[config.mk]
export PLATFORM = sky130hd
export DESIGN_NAME = program_loader
export DESIGN_NICKNAME = d
export VERILOG_FILES = /design/src/rtl/program_loader.sv
export SDC_FILE = /design/constraint.sdc
export NUM_CORES = 1
export LEC_CHECK = 0
export CORE_MARGIN = 5
export CORE_UTILIZATION = 45
export CTS_BUF_LIST = sky130_fd_sc_hd__clkbuf_4 sky130_fd_sc_hd__clkbuf_8
export CTS_CLUSTER_DIAMETER = 60
export DETAILED_ROUTE_END_ITERATION = 10
export PLACE_DENSITY = 0.67
export SLEW_MARGIN = 30
export SYNTH_ARGS = -nofsm -noshare
export SYNTH_HDL_FRONTEND = slang
export SYNTH_SLANG_ARGS = --single-unit
[constraint.sdc]
create_clock -name clk -period 3.6 [get_ports clk]
set_clock_uncertainty 0.15 [all_clocks]
set_input_delay 0.72 -clock clk [delete_from_list [all_inputs] [get_ports clk]]
set_output_delay 0.72 -clock clk [all_outputs]
set_load 0.03 [all_outputs]
[src/rtl/program_loader.sv]
// program_loader
//   Receives a program image as a byte stream and writes it into an
//   instruction memory one 32-bit word at a time. Once the whole image
//   has been written, it pulses start to release the processor.
//
//   Image format: 16-bit word count N (low byte first), followed by
//   N little-endian 32-bit words. A session whose N is 0 or larger than
//   the memory depth (2^ADDR_W words) is rejected: nothing is written
//   and no start pulse is produced.
//
// Ports
//   clk         rising-edge clock
//   rst         asynchronous active-low reset
//   load_en     a rising edge while idle starts a session
//   byte_valid  source presents byte_data
//   byte_data   program byte
//   byte_ready  loader accepts a byte this cycle (valid & ready = transfer)
//   mem_we      instruction-memory write strobe, one cycle per word
//   mem_addr    instruction-memory word address (held between writes)
//   mem_wdata   instruction word (held between writes)
//   start       one-cycle pulse after a successful load
//   busy        a session is in progress
//   done        sticky: the last session completed
//   err         sticky: the last session was rejected
module program_loader #(
  parameter int ADDR_W = 8
) (
  input  logic              clk,
  input  logic              rst,
  input  logic              load_en,
  input  logic              byte_valid,
  input  logic [7:0]        byte_data,
  output logic              byte_ready,
  output logic              mem_we,
  output logic [ADDR_W-1:0] mem_addr,
  output logic [31:0]       mem_wdata,
  output logic              start,
  output logic              busy,
  output logic              done,
  output logic              err
);

  // Memory depth as a 17-bit value so that 2^16 is representable.
  localparam logic [16:0] MAX_WORDS = 17'(1) << ADDR_W;

  typedef enum logic [2:0] {
    S_IDLE,
    S_HDR0,
    S_HDR1,
    S_DATA,
    S_WRITE,
    S_FIN,
    S_ERR
  } state_t;

  state_t state;
  state_t state_nx;

  logic              load_q;     // load_en delayed one cycle, for edge detection
  logic              load_rise;
  logic              accept;     // a byte transfers on this edge
  logic [15:0]       word_cnt;   // N from the header
  logic [ADDR_W-1:0] word_idx;   // index of the word being assembled
  logic [1:0]        byte_idx;   // byte position within the current word
  logic [23:0]       asm_q;      // bytes 0..2 of the current word
  logic [15:0]       n_hdr;      // N as it completes in HDR1
  logic              n_bad;
  logic              last_word;

  assign load_rise = load_en & ~load_q;
  assign accept    = byte_valid & byte_ready;

  // The high header byte is on byte_data when N is judged, so the check
  // uses it directly rather than waiting for word_cnt to be updated.
  assign n_hdr = {byte_data, word_cnt[7:0]};
  assign n_bad = (n_hdr == 16'd0) || ({1'b0, n_hdr} > MAX_WORDS);

  assign last_word = (17'(word_idx) == (17'(word_cnt) - 17'd1));

  // ---------------------------------------------------------------------
  // State register
  // ---------------------------------------------------------------------
  always_ff @(posedge clk or negedge rst) begin
    if (!rst) begin
      state <= S_IDLE;
    end else begin
      state <= state_nx;
    end
  end

  // ---------------------------------------------------------------------
  // Next-state logic
  // ---------------------------------------------------------------------
  always_comb begin
    state_nx = state;
    case (state)
      S_IDLE: begin
        if (load_rise) begin
          state_nx = S_HDR0;
        end
      end
      S_HDR0: begin
        if (accept) begin
          state_nx = S_HDR1;
        end
      end
      S_HDR1: begin
        if (accept) begin
          state_nx = n_bad ? S_ERR : S_DATA;
        end
      end
      S_DATA: begin
        if (accept && (byte_idx == 2'd3)) begin
          state_nx = S_WRITE;
        end
      end
      S_WRITE: begin
        state_nx = last_word ? S_FIN : S_DATA;
      end
      S_FIN: begin
        state_nx = S_IDLE;
      end
      S_ERR: begin
        state_nx = S_IDLE;
      end
      default: begin
        state_nx = S_IDLE;
      end
    endcase
  end

  // ---------------------------------------------------------------------
  // Output decode (Moore)
  // ---------------------------------------------------------------------
  always_comb begin
    byte_ready = 1'b0;
    mem_we     = 1'b0;
    start      = 1'b0;
    busy       = 1'b1;
    case (state)
      S_IDLE:  busy       = 1'b0;
      S_HDR0:  byte_ready = 1'b1;
      S_HDR1:  byte_ready = 1'b1;
      S_DATA:  byte_ready = 1'b1;
      S_WRITE: mem_we     = 1'b1;
      S_FIN:   start      = 1'b1;
      default: begin
      end
    endcase
  end

  // ---------------------------------------------------------------------
  // Datapath: header capture, word assembly, flags
  // ---------------------------------------------------------------------
  // load_q resets high: a load_en held high through reset must not be
  // seen as a rising edge once reset is released.
  always_ff @(posedge clk or negedge rst) begin
    if (!rst) begin
      load_q    <= 1'b1;
      word_cnt  <= '0;
      word_idx  <= '0;
      byte_idx  <= '0;
      asm_q     <= '0;
      mem_addr  <= '0;
      mem_wdata <= '0;
      done      <= 1'b0;
      err       <= 1'b0;
    end else begin
      load_q <= load_en;
      case (state)
        S_IDLE: begin
          if (load_rise) begin
            done     <= 1'b0;
            err      <= 1'b0;
            word_cnt <= '0;
            word_idx <= '0;
            byte_idx <= '0;
          end
        end
        S_HDR0: begin
          if (accept) begin
            word_cnt[7:0] <= byte_data;
          end
        end
        S_HDR1: begin
          if (accept) begin
            word_cnt[15:8] <= byte_data;
          end
        end
        S_DATA: begin
          if (accept) begin
            byte_idx <= byte_idx + 2'd1;
            // The 4th byte goes straight into the write register together
            // with the three staged bytes, so mem_wdata and mem_addr only
            // change on entry to WRITE and hold otherwise.
            case (byte_idx)
              2'd0: asm_q[7:0]   <= byte_data;
              2'd1: asm_q[15:8]  <= byte_data;
              2'd2: asm_q[23:16] <= byte_data;
              2'd3: begin
                mem_wdata <= {byte_data, asm_q};
                mem_addr  <= word_idx;
              end
            endcase
          end
        end
        S_WRITE: begin
          // Not incremented after the last word, so N = depth never wraps.
          if (!last_word) begin
            word_idx <= word_idx + 1'b1;
          end
        end
        S_FIN: begin
          done <= 1'b1;
        end
        S_ERR: begin
          err <= 1'b1;
        end
        default: begin
        end
      endcase
    end
  end

endmodule

---- After elaboration in Yosys (flattened, before gate mapping) ----
Cells that the tools add are included.
storage, ports and cells
  register bits ........................... 96
  output and inout bits ................... 46
  word-level logic and storage cells ...... 83
cells by class
  muxes and demuxes ....................... 24
  add/subtract/negate cells ............... 3
  eq/ne operators ......................... 16
  bitwise gates (word level) .............. 3
  order comparisons ....................... 1
  reductions and logical operators ........ 23
operators with widths
  operator                                                                           number
  8-bit one-hot mux with 2 select lines                                              3
  8-bit two-way mux                                                                  3
  3-bit AND reduction                                                                8
  3-bit two-way mux                                                                  6
  8-bit by 17-bit equality test with 1-bit output                                    1
  16-bit by 1-bit subtractor with 17-bit output (second input constant)              1
  16-bit by 9-bit greater-than comparator with 1-bit output (second input constant)  1
  16-bit logical NOT                                                                 1
  16-bit two-way mux                                                                 1
  3-bit one-hot mux with 5 select lines                                              1
  2-bit inequality test (second input constant)                                      6
  2-bit nonzero test                                                                 6
  3-bit equality test (second input constant)                                        3
  8-bit by 1-bit adder with 8-bit output (second input constant)                     1
  3-bit by 2-bit equality test with 1-bit output (second input constant)             2
  1-bit two-way mux                                                                  5
  2-bit equality test (second input constant)                                        2
  2-bit two-way mux                                                                  2
  1-bit one-hot mux with 2 select lines                                              2
  2-bit one-hot mux with 2 select lines                                              1
  2-bit AND reduction                                                                2
  4-bit AND reduction                                                                1
  3-bit by 1-bit equality test with 1-bit output (second input constant)             1
  3-bit logical NOT                                                                  1
  other kinds (8)                                                                    9

---- Longest topological paths before layout ----
Gate-level depths: netlist of the first run.
  word-level depth ........................ 7
  mapped depth ............................ 10
  depth with buffers taken out ............ 9

---- Least setup slack after synthesis of the first run ----
No wires, ideal clock.
  path type ............................... reg-to-reg
  from .................................... reg word_cnt[3]
  to ...................................... reg state[1]
  slack ................................... 655 ps
  data arrival time ....................... 2663 ps
  cell stages (with the launch flop) ...... 9
  path buffers ............................ 1
  clock period less this slack ............ 2945 ps
  path through ............................ dfrtp_1 > buf_6 > or4_4 > or4_1 > or2_0 > a211oi_1 > nand4_1 > and4_1 > or3_1
between the ends
  word-level cells in the longest chain between the ends .. 4
RTL lines
  what                                             line  source
  start: declaration                               62    logic [15:0] word_cnt;
  start signal: assignment                         182   word_cnt[7:0] <= byte_data;
  16-bit by 1-bit subtractor with 17-bit output    78    assign last_word = (17'(word_idx) == (17'(word_cnt) - 17'd1));
  8-bit by 17-bit equality test with 1-bit output  78
  3-bit two-way mux                                118   state_nx = last_word ? S_FIN : S_DATA;
  3-bit one-hot mux with 5 select lines            96    case (state)
  end signal: assignment                           87    state <= state_nx;
  end: declaration                                 56    state_t state;
Every way passes these cells.
A chain may end at the register's enable or synchronous reset.

---- Worst setup path after layout of the first run ----
  from .................................... reg state[0]
  to ...................................... out mem_we
between the ends
  word-level cells in the longest chain between the ends .. 2
RTL lines
  what                 line  source
  3-bit equality test  140   case (state)
  1-bit two-way mux    140
  end: declaration     34    output logic mem_we,
Every way passes these cells.

==> run_summary.xml, run 1 <==
<?xml version="1.0" encoding="UTF-8"?>
<metrics>
  <group name="status">
    <metric name="status" unit="">complete, no violations</metric>
  </group>
  <group name="synth">
    <metric name="synthesis_stage_register_bit_count" unit="">96</metric>
    <metric name="synth_fp_nets" unit="">398</metric>
    <metric name="synth_async_sr_flop_share" unit="%">100</metric>
    <metric name="netlist_area" unit="um^2">4340</metric>
    <metric name="yosysTopAreaCell" unit="">sky130_fd_sc_hd__dfrtp_1</metric>
    <metric name="syn_area_per_cell" unit="um^2">11.4</metric>
    <metric name="synth_top_flop_cell" unit="">sky130_fd_sc_hd__dfrtp_1</metric>
    <metric name="ys_types" unit="">48</metric>
    <metric name="largest_cells_by_area_after_synthesis" unit="">sky130_fd_sc_hd__dfrtp_1 (55%), sky130_fd_sc_hd__mux2_2 (16%), sky130_fd_sc_hd__nand2_1 (4.5%)</metric>
    <metric name="post-synth-top-area-fraction" unit="%">54.8</metric>
    <metric name="ys.warnings.count" unit="">0</metric>
    <metric name="seq_area_frac_synth" unit="%">55.4</metric>
    <metric name="synth_cells" unit="">380</metric>
    <metric name="synth_edf_count" unit="">0</metric>
  </group>
  <group name="finish">
    <metric name="drive_gt1_share" unit="%">20.3</metric>
    <metric name="nFillCells" unit="">814</metric>
    <metric name="final_cells" unit="">572</metric>
    <metric name="n_antenna_cell" unit="">0</metric>
    <metric name="mostFrequentLayoutCell" unit="">sky130_fd_sc_hd__dfrtp_1</metric>
    <metric name="area_growth_syn_to_layout" unit="%">21.4</metric>
    <metric name="layout.cells.most_common_list" unit="">sky130_fd_sc_hd__dfrtp_1 (95), sky130_fd_sc_hd__mux2_2 (62), sky130_fd_sc_hd__clkdlybuf4s50_1 (56)</metric>
    <metric name="fin_nets" unit="">456</metric>
  </group>
  <group name="global_route">
    <metric name="grt.total_usage" unit="%">17.9</metric>
    <metric name="gr-total-overflow" unit="">0</metric>
    <metric name="first_global_vias" unit="">3127</metric>
    <metric name="grt_max_degree" unit="">50</metric>
    <metric name="grt_first_pass_wirelength" unit="um">16300</metric>
    <metric name="number_of_antenna_violations_at_the_first_check_in_global_routing" unit="">0</metric>
  </group>
  <group name="drt">
    <metric name="wl_per_cell" unit="um">16.6</metric>
    <metric name="avgViaCountPerCell" unit="">5.29</metric>
    <metric name="detail-route-antenna-nets" unit="">0</metric>
    <metric name="vias" unit="">3028</metric>
    <metric name="wl" unit="um">9500</metric>
    <metric name="drt_drc_violations_left" unit="">0</metric>
    <metric name="detail_route.iter0.violations" unit="">141</metric>
    <metric name="drt_pre_antenna_iters" unit="">4</metric>
  </group>
  <group name="place">
    <metric name="portBuffers" unit="">57</metric>
    <metric name="placed_instance_count" unit="">556</metric>
    <metric name="place.detailed.hpwl" unit="um">6670</metric>
    <metric name="globalplace.congestion" unit="">0.818</metric>
  </group>
  <group name="clock_tree">
    <metric name="cts_made_buffers" unit="">9</metric>
    <metric name="clkTransAtPathRegs" unit="ns">0.10</metric>
    <metric name="clk_root_buffer_cell" unit="">sky130_fd_sc_hd__clkbuf_8</metric>
    <metric name="cts_tree" unit="">done</metric>
    <metric name="cts-htree-levels" unit="">3</metric>
    <metric name="cts_buffer_depth" unit="">2</metric>
    <metric name="post_cts_setup_buffers" unit="">0</metric>
    <metric name="cts_sinks" unit="">96</metric>
    <metric name="hold_buffers" unit="">0</metric>
    <metric name="clock_latency_on_the_worst_skew_pair" unit="ns">0.36</metric>
    <metric name="cts_repair_resize_count" unit="">0</metric>
  </group>
  <group name="run">
    <metric name="cap_violations" unit="">0</metric>
  </group>
  <group name="critical_path">
    <metric name="timing.critical_path.from_type" unit="">register</metric>
    <metric name="critical_path_class" unit="">reg -&gt; out</metric>
    <metric name="worst-r2r-cell-count" unit="">7</metric>
    <metric name="peak_fanout_along_the_critical_path" unit="">14</metric>
    <metric name="crit_arrival" unit="ns">2.30</metric>
    <metric name="worst_ep_required_time" unit="ns">2.73</metric>
    <metric name="rrSetupSlack" unit="ns">0.46</metric>
    <metric name="timing.critical_path.from" unit="">state[0]</metric>
    <metric name="rr_endpoint" unit="">state[1]</metric>
    <metric name="endpoint_of_the_most_critical_setup_path" unit="">mem_we</metric>
    <metric name="timing.rr.start" unit="">word_cnt[3]</metric>
    <metric name="worst_setup_path_end_kind" unit="">output port</metric>
  </group>
  <group name="floorplan">
    <metric name="floorplan.initialDensity" unit="%">46.5</metric>
    <metric name="dieArea" unit="um^2">11700</metric>
    <metric name="num_ports" unit="">58</metric>
    <metric name="horizontal_die_dimension" unit="um">108</metric>
    <metric name="chipHeight" unit="um">108</metric>
    <metric name="core_area" unit="um^2">9330</metric>
    <metric name="num_rows" unit="">35</metric>
  </group>
  <group name="power_and_ir_drop">
    <metric name="maximum_vdd_drop" unit="mV">0.317</metric>
    <metric name="combPwrFrac" unit="%">36.7</metric>
    <metric name="power.density" unit="nW/um^2">697</metric>
    <metric name="leakagePower" unit="uW">0.00244</metric>
    <metric name="switchingPower" unit="uW">1450</metric>
    <metric name="p_int" unit="uW">2220</metric>
    <metric name="netSwitchingFraction" unit="%">39.5</metric>
    <metric name="pwr-share-seq" unit="%">43.8</metric>
    <metric name="power.share.clock" unit="%">19.5</metric>
  </group>
  <group name="timing">
    <metric name="setup-violations-final" unit="">0</metric>
    <metric name="fmax" unit="MHz">315</metric>
    <metric name="transition_time_of_the_tightest_slew_check_pin" unit="ns">0.893</metric>
    <metric name="rsz0062_at_grt" unit="">false</metric>
    <metric name="final_min_period_over_clock_period" unit="%">88.1</metric>
    <metric name="totalNegativeSetupSlack" unit="ns">0</metric>
    <metric name="finalHoldViolCount" unit="">0</metric>
    <metric name="fin_crit" unit="ns">3.17</metric>
    <metric name="timing.final.max_slew_violations" unit="">0</metric>
    <metric name="slew_headroom" unit="%">40.3</metric>
  </group>
  <group name="worst_hold_path">
    <metric name="hold_class" unit="">in -&gt; async</metric>
  </group>
</metrics>
[logic make-up after synthesis]
| group | Yosys count | share of synthesized area (%) |
|---|---|---|
| XOR/XNOR | 7 | 1.41 |
| AO/OA/AOI/OAI | 51 | 7.36 |
| AND/OR/NAND/NOR | 122 | 13.6 |
| flip-flops | 96 | 55.4 |
| buffers and inverters | 29 | 2.71 |
| multiplexers | 69 | 17.7 |
| adder cells (fa/ha/maj) | 6 | 1.73 |
[power groups by stage]
stage	clock network, uW	registers [uW]	logic, uW
floorplan	0	1550	1030
global placement	0	1600	1320
detailed placement	0	1630	1340
CTS	730	1610	1350
global route	783	1660	1520
finish	716	1610	1350
[cells in the mapped netlist (2+ instances only)]
master                     count
sky130_fd_sc_hd__o31ai_1       2
sky130_fd_sc_hd__mux2i_1       7
sky130_fd_sc_hd__nand3_1      10
sky130_fd_sc_hd__a221oi_1      2
sky130_fd_sc_hd__xnor2_1       6
sky130_fd_sc_hd__nor2_1       17
sky130_fd_sc_hd__and4_1        2
sky130_fd_sc_hd__clkbuf_1     12
sky130_fd_sc_hd__nand4_1       5
sky130_fd_sc_hd__nand4b_1      2
sky130_fd_sc_hd__nand2_1      52
sky130_fd_sc_hd__dfrtp_1      95
sky130_fd_sc_hd__o221ai_1      2
sky130_fd_sc_hd__nor3_1        7
sky130_fd_sc_hd__inv_1        12
sky130_fd_sc_hd__or3_1         5
sky130_fd_sc_hd__a21oi_1       4
sky130_fd_sc_hd__nand2b_1      7
sky130_fd_sc_hd__and3_1        3
sky130_fd_sc_hd__o21ai_0      28
sky130_fd_sc_hd__nor4_1        3
sky130_fd_sc_hd__ha_1          6
sky130_fd_sc_hd__or4_1         2
sky130_fd_sc_hd__nand3b_1      2
sky130_fd_sc_hd__buf_1         3
sky130_fd_sc_hd__mux2_2       62
[critical path, cell delays in order (launching register included)]
cell                              delay (ns)
sky130_fd_sc_hd__dfrtp_1                0.53
sky130_fd_sc_hd__nor2_1                 0.43
sky130_fd_sc_hd__nand2_1                0.17
sky130_fd_sc_hd__inv_1                  0.14
sky130_fd_sc_hd__clkdlybuf4s50_1        0.68
[state kept, by name (all words and copies together), names as in the netlist]
signal / count
mem_wdata: 32
asm_q: 24
word_cnt: 16
mem_addr: 8
word_idx: 8
state: 3
byte_idx: 2
done: 1
err: 1
load_q: 1
[per-layer routing]
metal  GRT usage [%]  routed length [um]
met3            5.55                 531
met4            4.06                  80
met2            30.2                4780
met5               0                   0
met1            22.5                4110
[through the flow]
| stage | hold slack, ns | setup slack (ns) | utilization [%] | cell area (um^2) | power, uW |
|---|---|---|---|---|---|
| floorplan | 0.274 | 0.655 | - | 4340 | 2580 |
| global route | 0.258 | 0.295 | 56.4 | 5270 | 3960 |
| finish | 0.213 | 0.427 | 56.4 | 5270 | 3670 |
| global placement | 0.314 | 0.568 | 54.2 | 5060 | 2920 |
| CTS | 0.236 | 0.419 | 56.4 | 5270 | 3680 |
| detailed placement | 0.315 | 0.501 | 54.2 | 5060 | 2960 |
[worst min-delay path by stage]
stage | end | depth (start not counted) | start
6_report | word_cnt[3] | 1 | rst
5_1_grt | asm_q[20] | 1 | rst
3_5_place_dp | done | 1 | done
3_3_place_gp | done | 1 | done
2_1_floorplan | asm_q[0] | 0 | rst
4_1_cts | word_cnt[3] | 1 | rst
[cell type report]
| class | instances | area [um^2] | share of cell area [%] |
|---|---|---|---|
| clock buffer | 9 | 124 | 2.35 |
| clock inverter | 7 | 81.3 | 1.54 |
| inverter | 12 | 45.0 | 0.856 |
| multi-input combinational | 255 | 1820 | 34.5 |
| sequential | 96 | 2400 | 45.7 |
| tap | 129 | 161 | 3.07 |
| timing repair buffer | 64 | 633 | 12.0 |
Note: power is estimated with default switching activity, not from simulation.
==> run 2: changes to the inputs <==
--- a/config.mk
+++ b/config.mk
@@ -5,7 +5,8 @@
 export SDC_FILE = /design/constraint.sdc
 export NUM_CORES = 1
 export LEC_CHECK = 0
-export CORE_MARGIN = 5
+export CORE_ASPECT_RATIO = 0.7
+export CORE_MARGIN = 2
 export CORE_UTILIZATION = 45
 export CTS_BUF_LIST = sky130_fd_sc_hd__clkbuf_4 sky130_fd_sc_hd__clkbuf_8
 export CTS_CLUSTER_DIAMETER = 60
==> run_summary.xml, run 2 (same netlist as run 1, synthesis figures left out) <==
<?xml version="1.0" encoding="UTF-8"?>
<metrics>
  <group name="run">
    <metric name="cap_violations" unit="">0</metric>
  </group>
  <group name="timing">
    <metric name="slew_headroom" unit="%">52.2</metric>
    <metric name="fin_crit" unit="ns">3.18</metric>
    <metric name="setup-violations-final" unit="">0</metric>
    <metric name="final_min_period_over_clock_period" unit="%">88.3</metric>
    <metric name="timing.final.max_slew_violations" unit="">0</metric>
    <metric name="rsz0062_at_grt" unit="">false</metric>
    <metric name="totalNegativeSetupSlack" unit="ns">0</metric>
    <metric name="fmax" unit="MHz">315</metric>
    <metric name="hold_slack" unit="ns">0.251</metric>
    <metric name="finalHoldViolCount" unit="">0</metric>
    <metric name="transition_time_of_the_tightest_slew_check_pin" unit="ns">0.717</metric>
  </group>
  <group name="clock_tree">
    <metric name="cts-htree-levels" unit="">3</metric>
    <metric name="clock_latency_on_the_worst_skew_pair" unit="ns">0.37</metric>
    <metric name="hold_buffers" unit="">0</metric>
    <metric name="cts_buffer_depth" unit="">2</metric>
    <metric name="clk_root_buffer_cell" unit="">sky130_fd_sc_hd__clkbuf_8</metric>
    <metric name="cts_tree" unit="">done</metric>
    <metric name="clkTransAtPathRegs" unit="ns">0.09</metric>
    <metric name="cts_sinks" unit="">96</metric>
    <metric name="cts_made_buffers" unit="">9</metric>
    <metric name="post_cts_setup_buffers" unit="">0</metric>
    <metric name="cts_repair_resize_count" unit="">0</metric>
  </group>
  <group name="finish">
    <metric name="finish.instance_area" unit="um^2">5260</metric>
    <metric name="regs_by_ff_count" unit="">mem_wdata (32), asm_q (24), word_cnt (16)</metric>
    <metric name="fin_nets" unit="">455</metric>
    <metric name="largest_register_ff_count" unit="">32</metric>
    <metric name="mostFrequentLayoutCell" unit="">sky130_fd_sc_hd__dfrtp_1</metric>
    <metric name="area_taken_by_multi_input_logic_gates" unit="um^2">1820</metric>
    <metric name="n_antenna_cell" unit="">0</metric>
    <metric name="register_area" unit="um^2">2400</metric>
    <metric name="end_of_flow_core_utilization" unit="%">57.1</metric>
    <metric name="area_growth_syn_to_layout" unit="%">21.4</metric>
    <metric name="top_register" unit="">mem_wdata</metric>
    <metric name="nFillCells" unit="">808</metric>
    <metric name="final_cells" unit="">566</metric>
    <metric name="layout.cells.most_common_list" unit="">sky130_fd_sc_hd__dfrtp_1 (95), sky130_fd_sc_hd__mux2_2 (62), sky130_fd_sc_hd__clkdlybuf4s50_1 (56)</metric>
    <metric name="drive_gt1_share" unit="%">20.1</metric>
  </group>
  <group name="power_and_ir_drop">
    <metric name="maximum_vdd_drop" unit="mV">0.318</metric>
    <metric name="netSwitchingFraction" unit="%">37.5</metric>
    <metric name="power.density" unit="nW/um^2">709</metric>
    <metric name="p_int" unit="uW">2330</metric>
    <metric name="pwr-share-seq" unit="%">43.1</metric>
    <metric name="power.share.clock" unit="%">19.8</metric>
    <metric name="leakagePower" unit="uW">0.00244</metric>
    <metric name="combPwrFrac" unit="%">37.1</metric>
    <metric name="switchingPower" unit="uW">1400</metric>
  </group>
  <group name="critical_path">
    <metric name="peak_fanout_along_the_critical_path" unit="">14</metric>
    <metric name="timing.critical_path.from_type" unit="">register</metric>
    <metric name="crit_arrival" unit="ns">2.31</metric>
    <metric name="worst_ep_required_time" unit="ns">2.73</metric>
    <metric name="critical_path_class" unit="">reg -&gt; out</metric>
    <metric name="worst_setup_path_end_kind" unit="">output port</metric>
  </group>
  <group name="floorplan">
    <metric name="floorplan.initialDensity" unit="%">47.0</metric>
    <metric name="horizontal_die_dimension" unit="um">121</metric>
    <metric name="core_area" unit="um^2">9220</metric>
    <metric name="chipHeight" unit="um">86.1</metric>
    <metric name="num_ports" unit="">58</metric>
    <metric name="num_rows" unit="">29</metric>
    <metric name="dieArea" unit="um^2">10400</metric>
  </group>
  <group name="place">
    <metric name="place.detailed.hpwl" unit="um">6530</metric>
    <metric name="placed_instance_count" unit="">550</metric>
    <metric name="portBuffers" unit="">57</metric>
    <metric name="globalplace.congestion" unit="">0.877</metric>
    <metric name="post_dp_cell_area" unit="um^2">5040</metric>
  </group>
  <group name="drt">
    <metric name="drt_drc_violations_left" unit="">0</metric>
    <metric name="drt_pre_antenna_iters" unit="">4</metric>
    <metric name="detail_route.iter0.violations" unit="">190</metric>
    <metric name="vias" unit="">3080</metric>
    <metric name="wl" unit="um">9260</metric>
    <metric name="wl_per_cell" unit="um">16.4</metric>
    <metric name="detail-route-antenna-nets" unit="">0</metric>
    <metric name="avgViaCountPerCell" unit="">5.44</metric>
  </group>
  <group name="global_route">
    <metric name="number_of_antenna_violations_at_the_first_check_in_global_routing" unit="">0</metric>
    <metric name="grt_first_pass_wirelength" unit="um">16100</metric>
    <metric name="gr-total-overflow" unit="">0</metric>
    <metric name="grt_max_degree" unit="">56</metric>
    <metric name="grt.total_usage" unit="%">20.0</metric>
    <metric name="first_global_vias" unit="">3149</metric>
  </group>
  <group name="status">
    <metric name="status" unit="">complete, no violations</metric>
  </group>
  <group name="worst_hold_path">
    <metric name="hold_class" unit="">in -&gt; async</metric>
  </group>
</metrics>
[run 2: changes by cell type in the layout (fill, tap and decap cells not counted), sizes merged]
cell    before  now
clkinv       3    1
buf          8    7
clkbuf       9   14
bufinv       0    1
inv         16   12
[run 2: critical path, cell delays in order (launching register included)]
cell	delay (ns)
sky130_fd_sc_hd__dfrtp_1	0.52
sky130_fd_sc_hd__nor2_1	0.40
sky130_fd_sc_hd__nand2_1	0.20
sky130_fd_sc_hd__inv_1	0.14
sky130_fd_sc_hd__clkdlybuf4s50_1	0.67
[run 2: power groups by stage]
| stage | Clock, uW | Sequential [uW] | Combinational [uW] |
|---|---|---|---|
| final | 739 | 1610 | 1390 |
| after global routing | 803 | 1660 | 1560 |
| after CTS | 759 | 1600 | 1380 |
| after detailed placement | 0 | 1630 | 1370 |
| after global placement | 0 | 1610 | 1330 |
| after floorplan | 0 | 1550 | 1030 |
[run 2: per-stage QoR]
stage	setup slack [ns]	total power (uW)
finish	0.421	3730
floorplan	0.655	2580
global route	0.232	4030
global placement	0.588	2940
detailed placement	0.526	3000
CTS	0.402	3740
[run 2: area by class of cell]
| cell class | instances | share of cell area (%) |
|---|---|---|
| clock buffer | 14 | 3.31 |
| tap | 124 | 2.95 |
| multi-input combinational | 255 | 34.6 |
| inverter | 12 | 0.856 |
| timing repair buffer | 63 | 11.9 |
| sequential | 96 | 45.7 |
| clock inverter | 2 | 0.737 |
[run 2: final timing paths]
check / slack [ns] / start / depth (start not counted) / endpoint
max: 0.42 / state[0] / 4 / mem_we
min: 0.25 / rst / 1 / mem_wdata[3]
max reg2reg: 0.52 / word_cnt[3] / 7 / state[1]
min reg2reg: 0.33 / done / 1 / done
max in group asynchronous: 2.38 / rst / 2 / mem_wdata[30]
min in group clk: 0.33 / done / 1 / done
[run 2: metal layers]
| metal | share of wire (%) | global-route usage, % | vias to the layer above |
|---|---|---|---|
| li1 | - | - | 1461 |
| met1 | 49 | 29.0 | 1528 |
| met2 | 44 | 28.9 | 81 |
| met3 | 6.8 | 6.65 | 10 |
| met4 | 0.84 | 5.43 | 0 |
| met5 | 0 | 0 | - |
==> run 3: changes to the inputs <==
--- a/config.mk
+++ b/config.mk
@@ -5,7 +5,8 @@
 export SDC_FILE = /design/constraint.sdc
 export NUM_CORES = 1
 export LEC_CHECK = 0
-export CORE_ASPECT_RATIO = 0.7
+export CAP_MARGIN = 25
+export CORE_ASPECT_RATIO = 2
 export CORE_MARGIN = 2
 export CORE_UTILIZATION = 45
 export CTS_BUF_LIST = sky130_fd_sc_hd__clkbuf_4 sky130_fd_sc_hd__clkbuf_8
==> run_summary.xml, run 3 (same netlist as run 1, synthesis figures left out) <==
<?xml version="1.0" encoding="UTF-8"?>
<metrics>
  <group name="status">
    <metric name="status" unit="">complete, no violations</metric>
  </group>
  <group name="global_route">
    <metric name="grt.total_usage" unit="%">19.8</metric>
    <metric name="gr-total-overflow" unit="">0</metric>
    <metric name="grt_max_degree" unit="">48</metric>
    <metric name="grtUsageMet3" unit="%">3.39</metric>
    <metric name="global_route_met2_usage" unit="%">36.7</metric>
    <metric name="global_route.usage.met1" unit="%">21.5</metric>
    <metric name="grt_first_pass_wirelength" unit="um">15600</metric>
    <metric name="first_global_vias" unit="">3113</metric>
    <metric name="global_route.peak_usage_layer" unit="">met2</metric>
    <metric name="number_of_antenna_violations_at_the_first_check_in_global_routing" unit="">0</metric>
  </group>
  <group name="timing">
    <metric name="finalHoldViolCount" unit="">0</metric>
    <metric name="transition_time_of_the_tightest_slew_check_pin" unit="ns">0.933</metric>
    <metric name="rsz0062_at_grt" unit="">false</metric>
    <metric name="timing.final.max_slew_violations" unit="">0</metric>
    <metric name="final_min_period_over_clock_period" unit="%">87.3</metric>
    <metric name="fmax" unit="MHz">318</metric>
    <metric name="setup-violations-final" unit="">0</metric>
    <metric name="hold_slack" unit="ns">0.213</metric>
    <metric name="fin_crit" unit="ns">3.14</metric>
    <metric name="slew_headroom" unit="%">37.3</metric>
    <metric name="totalNegativeSetupSlack" unit="ns">0</metric>
  </group>
  <group name="finish">
    <metric name="regs_by_ff_count" unit="">mem_wdata (32), asm_q (24), word_cnt (16)</metric>
    <metric name="drive_gt1_share" unit="%">20.5</metric>
    <metric name="nFillCells" unit="">832</metric>
    <metric name="fin_nets" unit="">457</metric>
    <metric name="n_antenna_cell" unit="">0</metric>
    <metric name="largest_register_ff_count" unit="">32</metric>
    <metric name="mostFrequentLayoutCell" unit="">sky130_fd_sc_hd__dfrtp_1</metric>
    <metric name="layout.cells.most_common_list" unit="">sky130_fd_sc_hd__dfrtp_1 (95), sky130_fd_sc_hd__mux2_2 (62), sky130_fd_sc_hd__clkdlybuf4s50_1 (56)</metric>
    <metric name="area_growth_syn_to_layout" unit="%">21.6</metric>
    <metric name="register_area" unit="um^2">2400</metric>
    <metric name="area_taken_by_multi_input_logic_gates" unit="um^2">1820</metric>
    <metric name="top_register" unit="">mem_wdata</metric>
  </group>
  <group name="drt">
    <metric name="vias" unit="">3018</metric>
    <metric name="wl_per_cell" unit="um">17.4</metric>
    <metric name="drt_drc_violations_left" unit="">0</metric>
    <metric name="detail_route.iter0.violations" unit="">141</metric>
    <metric name="drt_pre_antenna_iters" unit="">5</metric>
    <metric name="wl" unit="um">9560</metric>
    <metric name="avgViaCountPerCell" unit="">5.51</metric>
    <metric name="detail-route-antenna-nets" unit="">0</metric>
  </group>
  <group name="clock_tree">
    <metric name="cts_tree" unit="">done</metric>
    <metric name="cts_buffer_depth" unit="">2</metric>
    <metric name="cts_repair_resize_count" unit="">0</metric>
    <metric name="cts_made_buffers" unit="">9</metric>
    <metric name="clkTransAtPathRegs" unit="ns">0.09</metric>
    <metric name="cts_sinks" unit="">96</metric>
    <metric name="clock_latency_on_the_worst_skew_pair" unit="ns">0.35</metric>
    <metric name="cts-htree-levels" unit="">3</metric>
    <metric name="post_cts_setup_buffers" unit="">0</metric>
    <metric name="hold_buffers" unit="">0</metric>
    <metric name="clk_root_buffer_cell" unit="">sky130_fd_sc_hd__clkbuf_8</metric>
  </group>
  <group name="critical_path">
    <metric name="crit_path_top_delay_cell" unit="">sky130_fd_sc_hd__clkdlybuf4s50_1</metric>
    <metric name="critical_path_class" unit="">reg -&gt; out</metric>
    <metric name="timing.critical_path.from_type" unit="">register</metric>
    <metric name="rrSetupSlack" unit="ns">0.51</metric>
    <metric name="critical_path.top_delay_family" unit="">buffers and inverters</metric>
    <metric name="worst_ep_required_time" unit="ns">2.73</metric>
    <metric name="rr_endpoint" unit="">state[1]</metric>
    <metric name="worst-r2r-cell-count" unit="">7</metric>
    <metric name="crit_path_max_incr_delay" unit="ns">0.68</metric>
    <metric name="peak_fanout_along_the_critical_path" unit="">14</metric>
    <metric name="crit_chain" unit="">nor2_1 -&gt; nand2_1 -&gt; inv_1 -&gt; clkdlybuf4s50_1</metric>
    <metric name="timing.critical_path.buf_inv" unit="">2</metric>
    <metric name="crit_arrival" unit="ns">2.27</metric>
    <metric name="worst_setup_path_end_kind" unit="">output port</metric>
    <metric name="timing.rr.start" unit="">word_cnt[3]</metric>
  </group>
  <group name="floorplan">
    <metric name="dieArea" unit="um^2">10500</metric>
    <metric name="floorplan.initialDensity" unit="%">46.2</metric>
    <metric name="num_ports" unit="">58</metric>
    <metric name="core_area" unit="um^2">9380</metric>
    <metric name="chipHeight" unit="um">143</metric>
    <metric name="num_rows" unit="">50</metric>
    <metric name="horizontal_die_dimension" unit="um">73.4</metric>
  </group>
  <group name="run">
    <metric name="cap_violations" unit="">0</metric>
  </group>
  <group name="place">
    <metric name="portBuffers" unit="">57</metric>
    <metric name="place.detailed.hpwl" unit="um">6970</metric>
    <metric name="globalplace.congestion" unit="">0.840</metric>
  </group>
  <group name="power_and_ir_drop">
    <metric name="maximum_vdd_drop" unit="mV">0.342</metric>
    <metric name="post-layout-total-power" unit="uW">3770</metric>
    <metric name="leakagePower" unit="uW">0.00246</metric>
    <metric name="power.density" unit="nW/um^2">716</metric>
  </group>
  <group name="worst_hold_path">
    <metric name="hold_class" unit="">in -&gt; async</metric>
  </group>
</metrics>
==> run 3: layout make-up <==
cell class                 count  share of cell area [%]
clock buffer                  12                    3.01
clock inverter                 4                    1.45
inverter                      12                   0.854
multi-input combinational    255                    34.5
sequential                    96                    45.6
tap                          104                    2.47
timing repair buffer          65                    12.2
==> run 3: report_power, final <==
part / switching [uW] / internal, uW
sequential: 277 / 1330
clock: 358 / 439
combinational: 753 / 619
==> run 3: worst max-delay path by stage <==
stage                start        to  slack [ns]  cells past startpoint
6_report          state[0]    mem_we        0.46                      4
5_1_grt           state[0]    mem_we        0.34                      4
4_1_cts           state[0]    mem_we        0.44                      4
3_5_place_dp   word_cnt[3]  state[1]        0.52                      7
3_3_place_gp   word_cnt[3]  state[1]        0.55                      7
2_1_floorplan  word_cnt[3]  state[1]        0.66                      8
==> run 3: layer usage <==
metal	part of all wire [%]	wire length (um)
met5	0	0
met3	2.8	265
met1	37	3570
met4	2.8	267
met2	57	5460
==> run 3: metrics by stage <==
stage	instances	setup WS (ns)	cell area, um^2	utilization (%)
6_report	548	0.458	5270	56.2
5_1_grt	548	0.342	5270	56.2
4_1_cts	548	0.437	5270	56.2
3_5_place_dp	532	0.516	5040	53.7
3_3_place_gp	532	0.554	5040	53.7
2_1_floorplan	380	0.655	4340	-
